--- src/rtl/fd_grad_pkg.sv ---
// rtl/fd_grad_pkg.sv - shared types, widths and saturating Q8.8 add for fd_grad_ctrl
// Build option: FD_GRAD_CENTRAL_DIFF_EN switches the evaluation count to central difference.
package fd_grad_pkg;

  typedef enum logic [2:0] {
    IDLE,
    SETUP,
    REQ,
    WAIT_DONE,
    WAIT_REL,
    CALC,
    DONE
  } state_t;

`ifdef FD_GRAD_CENTRAL_DIFF_EN
  localparam int NUM_EVAL = 9;
`else
  localparam int NUM_EVAL = 5;
`endif

  localparam int Q88_W  = 16;
  localparam int Q248_W = 32;
  localparam int K_W    = 4;

  localparam logic signed [Q88_W-1:0]  Q88_MAX  = 16'sh7FFF;
  localparam logic signed [Q88_W-1:0]  Q88_MIN  = 16'sh8000;
  localparam logic signed [Q248_W-1:0] Q248_MAX = 32'sh7FFFFFFF;
  localparam logic signed [Q248_W-1:0] Q248_MIN = 32'sh80000000;

  // Returns {saturated, sum}.
  function automatic logic [Q88_W:0] q88_add_sat(input logic signed [Q88_W-1:0] x,
                                                 input logic signed [Q88_W-1:0] d);
    logic signed [Q88_W:0] s;
    s = 17'(x) + 17'(d);
    if (s > 17'sd32767) begin
      return {1'b1, Q88_MAX};
    end else if (s < -17'sd32768) begin
      return {1'b1, Q88_MIN};
    end
    return {1'b0, s[Q88_W-1:0]};
  endfunction

endpackage

--- src/rtl/fd_grad_ctrl_sat_shift_diff.sv ---
// rtl/fd_grad_ctrl_sat_shift_diff.sv - 33-bit difference, arithmetic left shift, saturate to Q24.8
module sat_shift_diff
  import fd_grad_pkg::*;
#(
  parameter int SHIFT = 2
) (
  input  logic signed [Q248_W-1:0] z_p,
  input  logic signed [Q248_W-1:0] z_m,
  output logic signed [Q248_W-1:0] grad,
  output logic                     ovf
);

  localparam int DIFF_W = Q248_W + 1;
  localparam int WIDE_W = DIFF_W + SHIFT;

  logic signed [DIFF_W-1:0] diff;
  logic signed [WIDE_W-1:0] wide;

  assign diff = DIFF_W'(z_p) - DIFF_W'(z_m);
  assign wide = WIDE_W'(diff) <<< SHIFT;

  always_comb begin
    ovf  = 1'b0;
    grad = wide[Q248_W-1:0];
    if (wide > WIDE_W'(Q248_MAX)) begin
      grad = Q248_MAX;
      ovf  = 1'b1;
    end else if (wide < WIDE_W'(Q248_MIN)) begin
      grad = Q248_MIN;
      ovf  = 1'b1;
    end
  end

endmodule

--- src/rtl/fd_grad_ctrl.sv ---
// rtl/fd_grad_ctrl.sv - finite-difference gradient sequencer driving the func evaluator
// Build option: FD_GRAD_CENTRAL_DIFF_EN selects central difference (9 evaluations).
module fd_grad_ctrl
  import fd_grad_pkg::*;
#(
  parameter int H_LOG2  = 6,
  parameter int TIMEOUT = 64
) (
  input  logic                     clk,
  input  logic                     rst_n,
  input  logic                     start,
  input  logic signed [Q88_W-1:0]  a_in,
  input  logic signed [Q88_W-1:0]  b_in,
  input  logic signed [Q88_W-1:0]  c_in,
  input  logic signed [Q88_W-1:0]  d_in,
  output logic                     busy,
  output logic                     start_func,
  output logic signed [Q88_W-1:0]  fa,
  output logic signed [Q88_W-1:0]  fb,
  output logic signed [Q88_W-1:0]  fc,
  output logic signed [Q88_W-1:0]  fd,
  input  logic signed [Q248_W-1:0] z_in,
  input  logic                     func_done,
  input  logic                     func_ovf,
  output logic signed [Q248_W-1:0] f0_out,
  output logic signed [Q248_W-1:0] grad_a,
  output logic signed [Q248_W-1:0] grad_b,
  output logic signed [Q248_W-1:0] grad_c,
  output logic signed [Q248_W-1:0] grad_d,
  output logic                     done,
  output logic                     ovf,
  output logic                     timeout_err
);

`ifdef FD_GRAD_CENTRAL_DIFF_EN
  localparam int SHIFT = 7 - H_LOG2;
`else
  localparam int SHIFT = 8 - H_LOG2;
`endif
  localparam int TCNT_W = $clog2(TIMEOUT + 1);
  localparam logic signed [Q88_W-1:0] H_STEP = Q88_W'(1 << H_LOG2);
  localparam logic signed [Q88_W-1:0] H_NEG  = -H_STEP;

  state_t                   state, state_n;
  logic [K_W-1:0]           k;
  logic [TCNT_W-1:0]        tcnt;
  logic                     tmo;
  logic                     last_eval;
  logic signed [Q88_W-1:0]  pt  [4];
  logic signed [Q88_W-1:0]  nxt [4];
  logic                     nxt_sat;
  logic [Q88_W:0]           add_r;
  logic signed [Q248_W-1:0] z   [NUM_EVAL];
  logic signed [Q248_W-1:0] g   [4];
  logic [3:0]               g_ovf;

  assign tmo       = (tcnt == TCNT_W'(TIMEOUT - 1));
  assign last_eval = (k == K_W'(NUM_EVAL - 1));

  // Operand set for evaluation k: base point with at most one coordinate stepped.
  always_comb begin
    nxt_sat = 1'b0;
    add_r   = '0;
    for (int i = 0; i < 4; i++) nxt[i] = pt[i];
    for (int i = 0; i < 4; i++) begin
      if (k == K_W'(i + 1)) begin
        add_r   = q88_add_sat(pt[i], H_STEP);
        nxt[i]  = add_r[Q88_W-1:0];
        nxt_sat = add_r[Q88_W];
      end
`ifdef FD_GRAD_CENTRAL_DIFF_EN
      if (k == K_W'(i + 5)) begin
        add_r   = q88_add_sat(pt[i], H_NEG);
        nxt[i]  = add_r[Q88_W-1:0];
        nxt_sat = add_r[Q88_W];
      end
`endif
    end
  end

  for (genvar i = 0; i < 4; i++) begin : g_diff
    sat_shift_diff #(.SHIFT(SHIFT)) u_diff (
      .z_p  (z[i+1]),
`ifdef FD_GRAD_CENTRAL_DIFF_EN
      .z_m  (z[i+5]),
`else
      .z_m  (z[0]),
`endif
      .grad (g[i]),
      .ovf  (g_ovf[i])
    );
  end

  always_ff @(posedge clk or negedge rst_n) begin
    if (!rst_n) state <= IDLE;
    else        state <= state_n;
  end

  always_comb begin
    state_n    = state;
    busy       = (state != IDLE);
    start_func = (state == REQ) || (state == WAIT_DONE);
    done       = (state == DONE);
    case (state)
      IDLE:      if (start) state_n = SETUP;
      SETUP:     state_n = REQ;
      REQ:       state_n = WAIT_DONE;
      WAIT_DONE: begin
        if (func_done)  state_n = WAIT_REL;
        else if (tmo)   state_n = DONE;
      end
      WAIT_REL:  begin
        if (!func_done) state_n = last_eval ? CALC : SETUP;
        else if (tmo)   state_n = DONE;
      end
      CALC:      state_n = DONE;
      DONE:      state_n = IDLE;
      default:   state_n = IDLE;
    endcase
  end

  always_ff @(posedge clk or negedge rst_n) begin
    if (!rst_n) begin
      k           <= '0;
      tcnt        <= '0;
      ovf         <= 1'b0;
      timeout_err <= 1'b0;
      fa          <= '0;
      fb          <= '0;
      fc          <= '0;
      fd          <= '0;
      f0_out      <= '0;
      grad_a      <= '0;
      grad_b      <= '0;
      grad_c      <= '0;
      grad_d      <= '0;
      for (int i = 0; i < 4; i++) pt[i] <= '0;
      for (int i = 0; i < NUM_EVAL; i++) z[i] <= '0;
    end else begin
      case (state)
        IDLE: if (start) begin
          pt[0]       <= a_in;
          pt[1]       <= b_in;
          pt[2]       <= c_in;
          pt[3]       <= d_in;
          ovf         <= 1'b0;
          timeout_err <= 1'b0;
          k           <= '0;
        end
        SETUP: begin
          fa <= nxt[0];
          fb <= nxt[1];
          fc <= nxt[2];
          fd <= nxt[3];
          if (nxt_sat) ovf <= 1'b1;
        end
        REQ: tcnt <= '0;
        WAIT_DONE: begin
          if (func_done) begin
            for (int i = 0; i < NUM_EVAL; i++) if (k == K_W'(i)) z[i] <= z_in;
            if (func_ovf) ovf <= 1'b1;
            tcnt <= '0;
          end else if (tmo) begin
            timeout_err <= 1'b1;
            grad_a      <= '0;
            grad_b      <= '0;
            grad_c      <= '0;
            grad_d      <= '0;
          end else begin
            tcnt <= tcnt + 1'b1;
          end
        end
        WAIT_REL: begin
          if (!func_done) begin
            if (!last_eval) k <= k + 1'b1;
          end else if (tmo) begin
            timeout_err <= 1'b1;
            grad_a      <= '0;
            grad_b      <= '0;
            grad_c      <= '0;
            grad_d      <= '0;
          end else begin
            tcnt <= tcnt + 1'b1;
          end
        end
        CALC: begin
          f0_out <= z[0];
          grad_a <= g[0];
          grad_b <= g[1];
          grad_c <= g[2];
          grad_d <= g[3];
          if (|g_ovf) ovf <= 1'b1;
        end
        default: ;
      endcase
    end
  end

endmodule

--- config.mk ---
export PLATFORM = sky130hd
export DESIGN_NAME = fd_grad_ctrl
export DESIGN_NICKNAME = d
export VERILOG_FILES = /design/src/rtl/fd_grad_pkg.sv /design/src/rtl/fd_grad_ctrl_sat_shift_diff.sv /design/src/rtl/fd_grad_ctrl.sv
export SDC_FILE = /design/constraint.sdc
export NUM_CORES = 1
export LEC_CHECK = 0
export BUFFER_PORTS_ARGS = -buffer_cell sky130_fd_sc_hd__buf_2
export CORE_MARGIN = 2
export CORE_UTILIZATION = 59
export DETAILED_ROUTE_END_ITERATION = 10
export MAX_ROUTING_LAYER = met4
export PLACE_DENSITY_LB_ADDON = 0.25
export SLEW_MARGIN = 10
export SYNTH_ARGS = -nofsm -noshare
export SYNTH_HDL_FRONTEND = slang
export SYNTH_SLANG_ARGS = --single-unit
--- constraint.sdc ---
create_clock -name clk -period 4.1 [get_ports clk]
set_input_delay 0.82 -clock clk [delete_from_list [all_inputs] [get_ports clk]]
set_output_delay 0.82 -clock clk [all_outputs]
set_load 0.01 [all_outputs]
==> impl_metrics.tcl, run 1 <==
set metrics [dict create \
    cap_violations 0 \
    dr.pass1.iters 6 \
    worstPathMaxFanout 29 \
    syn_area_um2 25910 \
    cts-root-buf "clkbuf_16" \
    rows 76 \
    die_h_um 213.6 \
    syn-num-nets 2953 \
    clockBufferDepth 3 \
    setup_slack_ps 99.17 \
    setup_tns_ps 0 \
    ys_seq_area_share_pct 44.43 \
    routedWlPerCell_um 21.88 \
    crit_chain "buf_4, ha_1, fa_1, nand2b_1, a21oi_2, o21a_1, a221o_1, a21oi_2, or4_1, a21oi_1, nand3_1, a21o_1, buf_4, o211ai_1" \
    power_w 0.02610 \
    worstSetupStartpointType "register" \
    finClkSkew_ps 27.62 \
    die_x_um 213.6 \
    period_needed_ps 4001 \
    pre_cts_slack_ps 22.81 \
    grtUsageTotal_pct 36.03 \
    gp_congestion 1.012 \
    core_um2 43170 \
    drt-initial-drc-count 2020 \
    htreeDepth 2 \
    via_per_inst 6.255 \
    critPathMaxStageDelay_ps 530 \
    synth_top_area_share_pct 44.43 \
    synth_top_area_cell "dfrtp_1" \
    fin_nets 3282 \
    numPortBuffers 329 \
    hold_viol_final 0 \
    dieArea_um2 45610 \
    crit_path_top_delay_cell "or4_1" \
    end_kind "register" \
    p_leak_nw 15.10 \
    cts_tree "done" \
    ios 330 \
    grt_antenna_before_repair 3 \
    numCtsBuffers 49 \
    setup_violations 0 \
    yosys_warnings 0 \
    hold_path_class "in -> async" \
    drv_slew 0 \
    clk_latency_ps 610 \
    drive_gt1_share_pct 22.57 \
    synthCells 2707 \
    rsz0062_at_grt "false" \
    synth-edff-count 0 \
    maxSlewHeadroom_pct 33.91 \
    max_freq_mhz 249.9 \
    synthTopCellsByArea "dfrtp_1 44%, ha_1 6.8%, mux2_2 6.7%, nand2_1 6.5%, o21ai_0 3.5%" \
    layout_commonest_cell "dfrtp_1" \
    post_synth.cell_area_avg_um2 9.572 \
    hold_buffers 0 \
    cts_sinks 460 \
    post-route-period-util_pct 97.58 \
    worst_ep_arrival_time_ps 4500 \
    synth_ff_type "dfrtp_1" \
    hold_slack_ps 248.0 \
    grt_pass1_vias 22110 \
    hpwl_mm 58.33 \
    ir_worst_vdd_mv 0.5428 \
    p_per_area_nw_per_um2 856.1 \
    drc 0 \
    synth_cell_type_count 84 \
    ys_async_sr_fraction_pct 100.0 \
    postRouteAntennaNets 0 \
    outcome "complete, no violations" \
    initial_core_util_pct 60.02 \
    drt-total-wl_mm 80.15 \
    synthToLayoutAreaGrowth_pct 17.69 \
    grt_max_degree 97 \
    path_class "reg -> reg" \
    final_util_pct 70.64 \
    final_cell_mix "460 x dfrtp_1, 449 x nand2_1, 328 x buf_2, 179 x o21ai_0, 171 x a21oi_1" \
    clkTransAtPathRegs_ps 60 \
    grt_pass1_wl_mm 123.0 \
    grt_overflow 0 \
    worstPathRequired_ps 4600 \
    ys_ff_latch 460 \
    num_vias 22910 \
    worst_pin_slew_ps 977.6 \
]
## where the power goes
group | total [W] | switching (W) | internal (W)
Combinational | 0.0133 | 0.00790 | 0.00535
Sequential | 0.00777 | 0.00143 | 0.00634
Clock | 0.00508 | 0.00192 | 0.00316
## routing by layer
layer / part of all wire, % / global-route usage (%) / up-vias
met5: 0 / - / -
met4: 5.0 / 16.98 / 0
met3: 7.5 / 6.591 / 239
met2: 47 / 56.19 / 987
met1: 41 / 45.78 / 11250
li1: - / - / 10430
## cells in the mapped netlist, drive strengths merged (18+ instances only)
cell type / n
a21o: 51
a21oi: 179
a221o: 87
and3: 21
buf: 32
clkbuf: 103
dfrtp: 460
ha: 141
inv: 87
mux2: 154
nand2: 450
nand2b: 31
nand3: 55
nand4: 32
nor2: 167
nor2b: 19
nor3: 25
o211ai: 44
o21a: 20
o21ai: 183
o22ai: 18
xnor2: 68
xor2: 49
## sequential cells by signal, indices dropped and copies added (netlist names), 3 cells and up
| register | flops |
|---|---|
| z | 160 |
| pt | 64 |
| f0_out | 32 |
| grad_a | 31 |
| grad_b | 31 |
| grad_c | 31 |
| grad_d | 31 |
| fa | 16 |
| fb | 16 |
| fc | 16 |
| fd | 16 |
| tcnt | 7 |
| k | 4 |
| state | 3 |
## final cells by class
cell class / instances / area, µm²
inverters: 88 / 330.3
repair buffers: 412 / 2417
clock buffers: 67 / 1446
fillers: 3313 / 12680
well taps: 585 / 732.0
multi-input cells: 2025 / 13650
flip-flops and latches: 460 / 11510
clock inverters: 23 / 404.1
diodes: 3 / 7.507
## what timing repair did
| item | in CTS | in global routing |
|---|---|---|
| setup buffers | 0 | 5 |
| endpoints found under the hold margin | 0 | 0 |
| setup endpoints to repair | 6 | 111 |
| pin swaps | 1 | 4 |
| gates cloned | 1 | 0 |
| resized for setup | 0 | 12 |
## critical path: cells and delay by family, from the launching register on
kind	cells	cell delay (ps)
DFF	1	400
and+or+nand+nor	3	860
adders and majority gates	2	660
buffers and inverters	2	410
AOI/OAI and AO/OA	7	1530
## through the flow
stage / cell area [µm²] / std cells
final: 30490 / 3663
after global routing: 30490 / 3663
after CTS: 30380 / 3655
after global placement: 28520 / 3564
after detailed placement: 28520 / 3564
after floorplan: 25910 / 2707
## logic make-up after synthesis
| kind of cell | synth area share [%] |
|---|---|
| compound gates | 19.03 |
| xor+xnor | 3.955 |
| fa+ha+maj | 7.118 |
| buf+inv | 3.486 |
| flops | 44.43 |
| mux | 6.963 |
| simple gates | 15.03 |
## worst paths after layout
| check | slack (ps) | cells after the start | from | end |
|---|---|---|---|---|
| worst max register to register | 100 | 14 | z[128] | grad_b[16] |
| min in group clk | 410 | 3 | d_in[8] | pt[8] |
| worst min-delay path | 250 | 1 | rst_n | f0_out[7] |
| max in group asynchronous | 2770 | 2 | rst_n | f0_out[30] |
| worst max-delay path | 100 | 14 | z[128] | grad_b[16] |
| worst min register to register | 470 | 2 | fa[15] | fa[15] |
No activity file was read; power rests on OpenSTA's default activity.
==> inputs of run 2 (changes only) <==
--- a/config.mk
+++ b/config.mk
@@ -8,6 +8,7 @@
 export BUFFER_PORTS_ARGS = -buffer_cell sky130_fd_sc_hd__buf_2
 export CORE_MARGIN = 2
 export CORE_UTILIZATION = 59
+export CTS_BUF_LIST = sky130_fd_sc_hd__clkbuf_4 sky130_fd_sc_hd__clkbuf_8 sky130_fd_sc_hd__clkbuf_16
 export DETAILED_ROUTE_END_ITERATION = 10
 export MAX_ROUTING_LAYER = met4
 export PLACE_DENSITY_LB_ADDON = 0.25
==> constraint.sdc (replaced) <==
create_clock -name clk -period 4.28 [get_ports clk]
set_input_delay 0.856 -clock clk [delete_from_list [all_inputs] [get_ports clk]]
set_output_delay 0.856 -clock clk [all_outputs]
set_load 0.01 [all_outputs]
==> impl_metrics.tcl, run 2 (synthesized netlist as in run 1, its figures left out) <==
set metrics [dict create \
    initial_core_util_pct 60.02 \
    ir_worst_vdd_mv 0.4178 \
    wl_met1_mm 33.99 \
    drc 0 \
    worstPathRequired_ps 4820 \
    cts_sinks 460 \
    routed.top_layer "met4" \
    period_needed_ps 4138 \
    layout_commonest_cell "dfrtp_1" \
    stdcell_count 3632 \
    setup_tns_ps 0 \
    drv_slew 0 \
    cap_violations 0 \
    grt_max_degree 93 \
    p_leak_nw 14.93 \
    rsz0062_at_grt "false" \
    cts-root-buf "clkbuf_16" \
    numCtsBuffers 48 \
    clockBufferDepth 3 \
    cts_tree "done" \
    met3_length_mm 5.478 \
    intPower_w 0.01401 \
    die_h_um 213.6 \
    largest_reg_flops 160 \
    reg2reg_slack_ps 140 \
    diodes 0 \
    final_cell_mix "460 x dfrtp_1, 449 x nand2_1, 328 x buf_2, 179 x o21ai_0, 174 x a21oi_1" \
    finClkSkew_ps 24.21 \
    core_um2 43170 \
    setup_violations 0 \
    swShare_pct 43.36 \
    worst_pin_slew_ps 1015 \
    grt_antenna_before_repair 0 \
    postRouteAntennaNets 0 \
    num_vias 22720 \
    path_class "reg -> reg" \
    worst_ep_arrival_time_ps 4680 \
    die_x_um 213.6 \
    grt_pass1_wl_mm 124.0 \
    reg2reg_to "grad_a[22]" \
    dieArea_um2 45610 \
    p_per_area_nw_per_um2 820.7 \
    htreeDepth 2 \
    hold_buffers 0 \
    grtUsageTotal_pct 36.20 \
    post-route-period-util_pct 96.67 \
    outcome "complete, no violations" \
    hold_viol_final 0 \
    rows 76 \
    place_inst 3542 \
    max_freq_mhz 241.7 \
    hpwl_mm 58.16 \
    maxSlewHeadroom_pct 31.36 \
    clkTransAtPathRegs_ps 70 \
    pwr-share-clk_pct 19.5 \
    reg_top3 "z (160), pt (64), f0_out (32)" \
    grt_overflow 0 \
    fin_nets 3254 \
    drive_gt1_share_pct 21.73 \
    routedWlPerCell_um 22.03 \
    synthToLayoutAreaGrowth_pct 16.34 \
    multi_input_area_um2 13570 \
    regArea_um2 11510 \
    p_sw_w 0.01073 \
    ff2ff_path_depth 14 \
    ios 330 \
    clk_latency_ps 610 \
    end_kind "register" \
    via_per_inst 6.254 \
    grt_pass1_vias 22070 \
    worstPathMaxFanout 28 \
    regMostFlops "z" \
    worstSetupStartpointType "register" \
    drt-total-wl_mm 80.00 \
    r2r-start "z[128]" \
    p_seq_share_pct 30.3 \
    comb_power_share_pct 50.2 \
    hold_path_class "in -> async" \
    dr.pass1.iters 6 \
    numPortBuffers 329 \
    nFillCells 3418 \
    drt-initial-drc-count 2011 \
    wl_met2_mm 37.15 \
    gp_congestion 0.9989 \
]
-- run 2: changes by cell type in the layout (fill, tap and decap cells not counted), sizes merged --
cell      delta
inv          +1
clkinvlp     +3
clkinv       +1
diode        -3
nor3b        -1
buf         -26
bufinv       +1
clkbuf       -7
-- run 2: how the worst max path moves through the flow --
stage / endpoint / from
global placement: grad_d[20] / z[128]
global route: grad_b[26] / z[133]
finish: grad_a[22] / z[128]
detailed placement: grad_d[20] / z[128]
CTS: grad_d[20] / z[128]
floorplan: grad_d[22] / z[129]
-- run 2: per-stage QoR --
step / total power, W / setup slack [ps] / utilization [%] / hold slack (ps) / instance area (µm²)
final: 0.02474 / 142.4 / 69.83 / 261.5 / 30150
after global routing: 0.02633 / 9.363 / 69.83 / 314.4 / 30150
after CTS: 0.02460 / 125.7 / 69.79 / 285.2 / 30130
after detailed placement: 0.01967 / 196.2 / 65.59 / 456.1 / 28310
after global placement: 0.01936 / 294.3 / 65.59 / 448.9 / 28310
after floorplan: 0.01544 / 921.5 / - / 460.0 / 25910
-- run 2: worst max-delay path, stage by stage, from the launching register on --
cell and delay [ps]:
dfrtp_1 450, ha_1 270, fa_1 400, nand2b_1 190
a21oi_1 410, a41oi_1 260, nor4_1 480, buf_4 240
o31ai_1 140, and3_1 220, o2111ai_1 260, nand2_1 210
nor2_4 140, buf_12 200, a221o_1 150
-- run 2: cell type report --
class,instances,area share [%]
clock buffers,60,4.429
clock inverters,29,1.598
inverters,88,1.096
multi-input cells,2024,45.02
flip-flops and latches,460,38.19
well taps,585,2.428
repair buffers,386,7.247
-- run 2: routing by layer --
| layer | vias to the layer above | track usage (%) |
|---|---|---|
| met3 | 193 | 5.243 |
| met4 | 0 | 14.06 |
| met2 | 1007 | 56.19 |
| met1 | 11150 | 48.36 |
| met5 | - | - |
| li1 | 10370 | - |
-- run 2: power by group through the flow --
| stage | Combinational, W | Sequential, W | Clock [W] |
|---|---|---|---|
| after floorplan | 0.00796 | 0.00748 | 0 |
| after global placement | 0.0119 | 0.00741 | 0 |
| after detailed placement | 0.0122 | 0.00749 | 0 |
| after CTS | 0.0123 | 0.00745 | 0.00486 |
| after global routing | 0.0136 | 0.00768 | 0.00503 |
| final | 0.0124 | 0.00749 | 0.00482 |
-- run 2: timing repair --
action,4_1_cts,5_1_grt
setup buffers,0,1
gates resized for setup,0,1
endpoints found under the setup margin,0,34
